$ cat src/rtl/button_pkg.sv
// Shared types and constants for the push-button conditioning logic.
package button_pkg;

   localparam int unsigned CLOCK_HZ      = 12_000_000;
   localparam int unsigned DEBOUNCE_10MS = CLOCK_HZ / 100;
   localparam int unsigned LONG_PRESS_1S = CLOCK_HZ;

   typedef enum logic [1:0] {
      RELEASED     = 2'd0,
      PRESS_WAIT   = 2'd1,
      PRESSED      = 2'd2,
      RELEASE_WAIT = 2'd3
   } btn_state_e;

   // Bits needed to count 0..n-1, never less than one.
   function automatic int unsigned cnt_width(input int unsigned n);
      return (n > 1) ? $clog2(n) : 1;
   endfunction

endpackage

$ cat src/rtl/sync_chain.sv
// N-flop single-bit synchronizer with an asynchronous reset value.
module sync_chain #(
   parameter int unsigned STAGES      = 2,
   parameter bit          RESET_VALUE = 1'b0
) (
   input  logic clock,
   input  logic reset_n,
   input  logic d,
   output logic q
);

   logic [STAGES-1:0] chain_q;

   // Shift the asynchronous input through the flop chain.
   always_ff @(posedge clock or negedge reset_n) begin
      if (!reset_n) begin
         chain_q <= {STAGES{RESET_VALUE}};
      end else begin
         chain_q <= {chain_q[STAGES-2:0], d};
      end
   end

   assign q = chain_q[STAGES-1];

endmodule

$ cat src/rtl/button_debouncer.sv
// Synchronizes and debounces a push-button, emitting press/release/long-press
// pulses and a sticky shift bit that survives until the next shift strobe.
module button_debouncer
   import button_pkg::*;
#(
   parameter int unsigned SYNC_STAGES       = 2,
   parameter int unsigned DEBOUNCE_CYCLES   = DEBOUNCE_10MS,
   parameter int unsigned LONG_PRESS_CYCLES = LONG_PRESS_1S,
   parameter bit          ACTIVE_LOW        = 1'b0
) (
   input  logic clock,
   input  logic reset_n,
   input  logic button_raw,
   input  logic consume,
   output logic level,
   output logic press,
   output logic release_pulse,
   output logic long_press,
   output logic shift_bit
);

   localparam int unsigned CNT_W = cnt_width(DEBOUNCE_CYCLES);
   localparam int unsigned LP_W  = cnt_width(LONG_PRESS_CYCLES);
   localparam logic [CNT_W-1:0] CNT_MAX = CNT_W'(DEBOUNCE_CYCLES - 1);
   localparam logic [LP_W-1:0]  LP_MAX  = LP_W'(LONG_PRESS_CYCLES - 1);

   logic pin;
   logic s;

   btn_state_e       state_q, state_d;
   logic [CNT_W-1:0] cnt_q, cnt_d;
   logic [LP_W-1:0]  lp_cnt_q, lp_cnt_d;
   logic             lp_fired_q, lp_fired_d;
   logic             level_q, level_d;
   logic             press_q, press_d;
   logic             release_q, release_d;
   logic             long_q, long_d;
   logic             pending_q, pending_d;

   assign pin = ACTIVE_LOW ? ~button_raw : button_raw;

   sync_chain #(
      .STAGES      (SYNC_STAGES),
      .RESET_VALUE (1'b0)
   ) u_sync (
      .clock   (clock),
      .reset_n (reset_n),
      .d       (pin),
      .q       (s)
   );

   // Debounce FSM next state, counters and output pulses.
   always_comb begin
      state_d    = state_q;
      cnt_d      = cnt_q;
      lp_cnt_d   = lp_cnt_q;
      lp_fired_d = lp_fired_q;
      level_d    = level_q;
      press_d    = 1'b0;
      release_d  = 1'b0;
      long_d     = 1'b0;
      case (state_q)
         RELEASED: begin
            if (s) begin
               state_d = PRESS_WAIT;
               cnt_d   = '0;
            end
         end
         PRESS_WAIT: begin
            if (!s) begin
               state_d = RELEASED;
            end else if (cnt_q == CNT_MAX) begin
               state_d    = PRESSED;
               press_d    = 1'b1;
               level_d    = 1'b1;
               lp_cnt_d   = '0;
               lp_fired_d = 1'b0;
            end else begin
               cnt_d = cnt_q + CNT_W'(1);
            end
         end
         PRESSED: begin
            if (!s) begin
               state_d = RELEASE_WAIT;
               cnt_d   = '0;
            end else if (lp_cnt_q == LP_MAX) begin
               // Counter parks at its maximum; the flag keeps the pulse single.
               if (!lp_fired_q) begin
                  long_d     = 1'b1;
                  lp_fired_d = 1'b1;
               end
            end else begin
               lp_cnt_d = lp_cnt_q + LP_W'(1);
            end
         end
         RELEASE_WAIT: begin
            if (s) begin
               state_d = PRESSED;
            end else if (cnt_q == CNT_MAX) begin
               state_d   = RELEASED;
               release_d = 1'b1;
               level_d   = 1'b0;
            end else begin
               cnt_d = cnt_q + CNT_W'(1);
            end
         end
         default: state_d = RELEASED;
      endcase
      // A new press wins over a simultaneous strobe so it is not lost.
      pending_d = press_d | (pending_q & ~consume);
   end

   // State and output registers.
   always_ff @(posedge clock or negedge reset_n) begin
      if (!reset_n) begin
         state_q    <= RELEASED;
         cnt_q      <= '0;
         lp_cnt_q   <= '0;
         lp_fired_q <= 1'b0;
         level_q    <= 1'b0;
         press_q    <= 1'b0;
         release_q  <= 1'b0;
         long_q     <= 1'b0;
         pending_q  <= 1'b0;
      end else begin
         state_q    <= state_d;
         cnt_q      <= cnt_d;
         lp_cnt_q   <= lp_cnt_d;
         lp_fired_q <= lp_fired_d;
         level_q    <= level_d;
         press_q    <= press_d;
         release_q  <= release_d;
         long_q     <= long_d;
         pending_q  <= pending_d;
      end
   end

   assign level         = level_q;
   assign press         = press_q;
   assign release_pulse = release_q;
   assign long_press    = long_q;
   assign shift_bit     = pending_q | level_q;

endmodule
$ cat config.mk
export PLATFORM = sky130hd
export DESIGN_NAME = button_debouncer
export DESIGN_NICKNAME = d
export VERILOG_FILES = /design/src/rtl/button_pkg.sv /design/src/rtl/sync_chain.sv /design/src/rtl/button_debouncer.sv
export SDC_FILE = /design/constraint.sdc
export NUM_CORES = 1
export LEC_CHECK = 0
export ABC_AREA = 1
export BUFFER_PORTS_ARGS = -buffer_cell sky130_fd_sc_hd__buf_2
export CORE_MARGIN = 2
export CORE_UTILIZATION = 38
export CTS_CLUSTER_SIZE = 12
export DETAILED_ROUTE_END_ITERATION = 8
export GPL_TIMING_DRIVEN = 0
export PLACE_DENSITY = 0.59
export SLEW_MARGIN = 20
export SYNTH_ARGS = -nofsm -noshare
export SYNTH_HDL_FRONTEND = slang
export SYNTH_SLANG_ARGS = --single-unit
$ cat constraint.sdc
create_clock -name clock -period 4.1 [get_ports clock]
set_clock_uncertainty 0.15 [all_clocks]
set_input_delay 0 -clock clock [delete_from_list [all_inputs] [get_ports clock]]
set_output_delay 0 -clock clock [all_outputs]
set_load 0.05 [all_outputs]
==> summary.txt, run 1 <==
Status -> finished, final reports clean
Routed Antenna Nets -> 0
Initial antenna violation count -> 0
Filler instances -> 834
Die area -> 0.00938 sq mm
Share of cells above drive strength 1 -> 0.151
Reg-to-Reg End -> cnt_q[13]
Port buffer count -> 8
Final period demand of the worst path -> 2010 ps
# rows -> 33
Worst Path Required -> 4190 ps
Synthesized area -> 0.00327 sq mm
Slew headroom -> 0.555
Fin nets -> 463
Num CTS Buffers -> 5
Avg WL per Cell -> 13.2 um
Detailed Place HPWL -> 5.37 mm
Power per cell area -> 254 mW/mm^2
Maximum fanout along the worst path -> 10
Die Span Y -> 96.8 um
Initial Util -> 0.395
Crit-path cells -> ha_1 -> nand3_1 -> nor2_4 -> nand4_2 -> nand2_2 -> buf_4 -> nand2_1 -> o21ai_1
Post-synthesis cell count -> 439
Worst EP arrival -> 2100 ps
Syn Area/Cell -> 7.46 sq um
Vias per cell -> 4.94
Hold Crit Class -> in -> async
Gpl congestion -> 0.912
Number of synthesis warnings -> 0
Clock root cell -> clkbuf_8
Largest net degree at the start of global routing -> 52
WS Path Type -> reg -> reg
Total track usage -> 0.166
Worst-Skew Late Latency -> 320 ps
Crit. End Element -> flip-flop
Final cell count without fillers -> 562
Reg2Reg Depth -> 8
Routed wire length -> 7.40 mm
Leakage -> 1.68 nW
Post-synth top area cell -> dfrtp_1
Flop and latch count out of synthesis -> 51
Worst-Margin Slew -> 667 ps
Endpoints failing setup -> 0
Slowest CP cell -> dfrtp_1
I/O Pins -> 9
Pre-antenna DRT Iters -> 4
CTS HTree Levels -> 2
Setup tns final -> 0 ps
R2R Setup Slk -> 2090 ps
Final hold vios -> 0
CTS Sinks -> 51
Total grt overflow -> 0
Max stage delay on crit path -> 440 ps
Core box area -> 0.00830 sq mm
Vias in the first global route -> 2770
CTS tree -> done
Sequential share of the synthesized area -> 0.390
Deepest clock path buffer count -> 2
Drc violations -> 0
Initial DRC Count -> 101
Synth area leaders -> dfrtp_1 39%, nand2_1 17%, nor2_1 5.3%
Post_cts resized -> 0
R2R Path Start -> cnt_q[0]
Final period util -> 0.489
CP delay by family, top -> simple AND/OR/NAND/NOR gates
Crit start category -> flip-flop
Max Slew Vio Count -> 0
Dpl cells -> 552
CP Buf/Inv Count -> 1
Syn-to-layout area delta -> 9.48%
Unique masters post-synth -> 36
Clock slew at the register clock pins of the worst setup and hold paths -> 100 ps
Max-cap violations -> 0
RSZ-0062 raised after global routing -> false
Maximum vdd drop -> 0.141 mV
Syn Nets -> 445
Top cell type's share of synthesized area -> 0.390
Diode count -> 0
First-pass GRT wire length -> 12.9 mm
Via count -> 2774
Die extent in x -> 96.8 um
Fmax -> 0.498 GHz
-- cell families after synthesis --
group	after synthesis	share of synthesized area
adder cells (fa/ha/maj)	2	0.00764
XOR/XNOR	21	0.0562
buffers and inverters	48	0.0692
AO/OA/AOI/OAI	23	0.0390
flip-flops	51	0.390
AND/OR/NAND/NOR	294	0.438
-- report_power, final --
| part | switching [mW] | internal [mW] | leakage [nW] | total (mW) |
|---|---|---|---|---|
| clock network | 0.184 | 0.179 | 0.0502 | 0.363 |
| logic | 0.0258 | 0.00980 | 0.922 | 0.0356 |
| registers | 0.00594 | 0.508 | 0.704 | 0.513 |
| total | 0.216 | 0.696 | 1.68 | 0.912 |
-- cell type report --
type | count | area [sq um] | area share
Multi-Input combinational cell | 340 | 1770 | 0.494
Inverter | 39 | 149 | 0.0415
Timing Repair Buffer | 11 | 72.6 | 0.0202
Buffer | 9 | 77.6 | 0.0216
Sequential cell | 51 | 1280 | 0.356
Clock inverter | 2 | 37.5 | 0.0105
Tap cell | 105 | 131 | 0.0366
Clock buffer | 5 | 68.8 | 0.0192
-- layer usage --
layer,vias to the layer above,track usage,routed length (um)
li1,1428,-,-
met1,1295,0.204,3330
met2,39,0.299,3690
met3,12,0.0246,248
met4,0,0.0520,129
met5,-,0,0
-- worst max path at each step --
| stage | startpoint | endpoint | slack (ps) | cells past startpoint |
|---|---|---|---|---|
| floorplan | lp_cnt_q[0] | lp_cnt_q[12] | 2350 | 12 |
| global placement | cnt_q[0] | cnt_q[2] | 2130 | 7 |
| detailed placement | cnt_q[0] | cnt_q[13] | 2080 | 8 |
| CTS | cnt_q[0] | cnt_q[13] | 2070 | 8 |
| global route | cnt_q[0] | cnt_q[9] | 1880 | 8 |
| finish | cnt_q[0] | cnt_q[13] | 2090 | 8 |
-- metrics by stage --
stage	setup slack (ps)	cell area, sq um	power [mW]	util	hold WS [ps]
after global placement	2130	3450	0.557	0.415	-39.4
final	2090	3580	0.912	0.432	86.8
after detailed placement	2080	3450	0.558	0.415	-70.5
after floorplan	2350	3270	0.539	-	-446
after CTS	2070	3580	0.923	0.432	121
after global routing	1880	3580	0.942	0.432	165
-- timing repair --
item / in CTS / in global routing
buffers inserted: 0 / 0
endpoints found under the setup margin: 0 / 0
hold buffers: 3 / 0
hold endpoints to repair: 53 / 0
-- placed cells by master, fill, tap and decap left out, types with 2 or more instances in the layout --
cell	netlist	routed
buf_2	1	8
xnor2_1	4	4
o21ai_1	11	11
xor2_1	17	17
nand2_2	4	4
nand2_1	151	151
nor2_4	6	6
nand2_4	4	4
nand4_1	13	13
dlygate4sd3_1	0	3
nor3_1	6	6
ha_1	2	2
buf_4	5	6
inv_1	33	33
nand3b_1	7	7
nor2_1	46	46
nand3_1	32	32
nor2_2	6	6
dfrtp_1	51	51
or2_2	4	4
clkinv_2	2	2
inv_2	4	4
nand3_2	9	9
o21ai_0	8	8
clkbuf_8	0	5
-- flip-flops by register name, summed over array words and instances, names as in the netlist, named ones only --
name,cells
cnt_q,17
level,1
long_press,1
lp_cnt_q,24
lp_fired_q,1
pending_q,1
press,1
release_pulse,1
state_q,1
u_sync.chain_q,2
-- Yosys cell counts, drive strengths merged --
library cell	n
nor3	6
nand3	42
nand4	15
xnor2	4
a211oi	1
or2	4
o21ai	20
dfrtp	51
clkinv	2
a21oi	1
o21bai	1
nor3b	1
inv	37
clkbuf	1
nand2	159
nor4	1
ha	2
nand3b	8
nor2	58
xor2	17
buf	8
No activity file was read; power rests on OpenSTA's default activity.
==> inputs of run 2 (changes only) <==
Clock period 4.1 ns to 2 ns, I/O delays scaled along.
==> summary.txt, run 2 (synthesis gave the netlist of run 1 again) <==
R2R Setup Slk -> 90 ps
Final cell count without fillers -> 569
Die Span Y -> 96.8 um
CTS HTree Levels -> 2
Initial Util -> 0.395
Core box area -> 0.00830 sq mm
First-pass GRT wire length -> 12.9 mm
Final hold vios -> 0
Crit. End Element -> flip-flop
I/O Pins -> 9
Pre-CTS WS -> -17.5 ps
Crit-path cells -> ha_4 -> nand2_4 -> nor2_4 -> nand2_4 -> clkinv_2 -> nand3_4 -> nand2_4 -> nand2_4 -> buf_8 -> buf_12 -> nand3b_2 -> nand2_1
Gpl congestion -> 0.912
PnR worst setup slack -> 94.2 ps
Drc violations -> 0
Syn-to-layout area delta -> 13.2%
Max Slew Vio Count -> 0
Leakage -> 1.73 nW
Pre-antenna DRT Iters -> 4
Routed Antenna Nets -> 0
WS Path Type -> reg -> reg
Share of cells above drive strength 1 -> 0.172
Slew headroom -> 0.557
Diode count -> 0
Deepest clock path buffer count -> 2
Total grt overflow -> 0
Slowest CP cell -> dfrtp_1
Hold Crit Class -> in -> async
Via count -> 2771
Final period demand of the worst path -> 1910 ps
Worst-Margin Slew -> 665 ps
Vias per cell -> 4.87
Reg2Reg Depth -> 12
Status -> finished, final reports clean
Detailed Place HPWL -> 5.37 mm
Max stage delay on crit path -> 430 ps
Largest net degree at the start of global routing -> 52
Maximum fanout along the worst path -> 10
Max-cap violations -> 0
Worst-Skew Late Latency -> 320 ps
Largest regs -> lp_cnt_q (24), cnt_q (17), u_sync.chain_q (2)
Die area -> 0.00938 sq mm
Crit start category -> flip-flop
CTS tree -> done
Vias in the first global route -> 2770
R2R Path Start -> lp_cnt_q[1]
Most frequent cells in the layout -> 151 x nand2_1, 50 x dfrtp_1, 46 x nor2_1
Clock slew at the register clock pins of the worst setup and hold paths -> 100 ps
Num CTS Buffers -> 5
Worst EP arrival -> 1960 ps
Crit-path most repeated cell -> nand2_4
Clock root cell -> clkbuf_8
Fin nets -> 470
Port buffer count -> 8
Endpoints failing setup -> 0
# rows -> 33
Final period util -> 0.953
Dpl cells -> 552
Die extent in x -> 96.8 um
Final core occ -> 0.447
Worst Path Required -> 2060 ps
Routed wire length -> 7.57 mm
Largest reg by FF count -> lp_cnt_q
Total track usage -> 0.166
Power per cell area -> 507 mW/mm^2
Initial DRC Count -> 120
Commonest non-fill, non-tap cell in the layout -> nand2_1
Maximum vdd drop -> 0.289 mV
Initial antenna violation count -> 0
Filler instances -> 823
Fmax -> 0.525 GHz
Largest register FFs -> 24
Reg-to-Reg End -> lp_cnt_q[12]
CTS Sinks -> 51
Avg WL per Cell -> 13.3 um
## run 2: cell count changes in the layout (fill, tap and decap cells not counted), moves of 2 or more
cell     change
nand2_4      +2
nor2_2       -2
buf_4        +5
ha_1         -2
nand2_2      -2
nor2_4       +2
## run 2: layout make-up
cell class | count | area [sq um] | area share
Clock buffer | 5 | 68.8 | 0.0186
Clock inverter | 2 | 37.5 | 0.0101
Tap cell | 105 | 131 | 0.0354
Inverter | 39 | 149 | 0.0402
Timing Repair Buffer | 18 | 138 | 0.0371
Buffer | 9 | 85.1 | 0.0229
Multi-Input combinational cell | 340 | 1820 | 0.491
Sequential cell | 51 | 1280 | 0.345
## run 2: worst max-delay path, delay by kind of cell, from the launching register on
family                   cells  cell delay, ps
AND/OR/NAND/NOR              8             680
flip-flops                   1             430
buffers and inverters        3             350
adder cells (fa/ha/maj)      1             180
## run 2: worst max path at each step
stage | cells past startpoint | from | end | slack, ps
6_report | 12 | lp_cnt_q[1] | lp_cnt_q[12] | 90
2_1_floorplan | 12 | lp_cnt_q[0] | lp_cnt_q[12] | 250
3_3_place_gp | 7 | cnt_q[0] | cnt_q[2] | 30
4_1_cts | 12 | lp_cnt_q[1] | lp_cnt_q[12] | 10
3_5_place_dp | 8 | cnt_q[0] | cnt_q[13] | -20
5_1_grt | 12 | lp_cnt_q[1] | lp_cnt_q[12] | -10
## run 2: metal layers
metal,global-route usage,up-vias,wire [um]
met5,0,-,0
met4,0.0520,0,94
met3,0.0246,6,172
met2,0.299,27,3870
met1,0.204,1292,3430
li1,-,1446,-
## run 2: power breakdown
group	switching [mW]	internal [mW]	total, mW
sequential	0.0113	1.04	1.05
clock	0.376	0.367	0.743
combinational	0.0573	0.0279	0.0852
total	0.445	1.44	1.88
## run 2: what timing repair did
action                                 CTS  global route
hold buffers                             3             0
resized for setup                        1            11
buffers inserted                         0             7
cloned                                   0             0
pin swaps                                0             5
endpoints found under the hold margin   53             0
setup endpoints to repair               12            38
## run 2: through the flow
step	TNS, ps	cell area, sq um	hold WS (ps)	power, mW
finish	0	3710	88.6	1.88
global route	-18.9	3710	165	1.95
CTS	0	3590	121	1.89
detailed placement	-38.0	3450	-70.5	1.14
global placement	0	3450	-39.4	1.14
floorplan	0	3270	-446	1.11
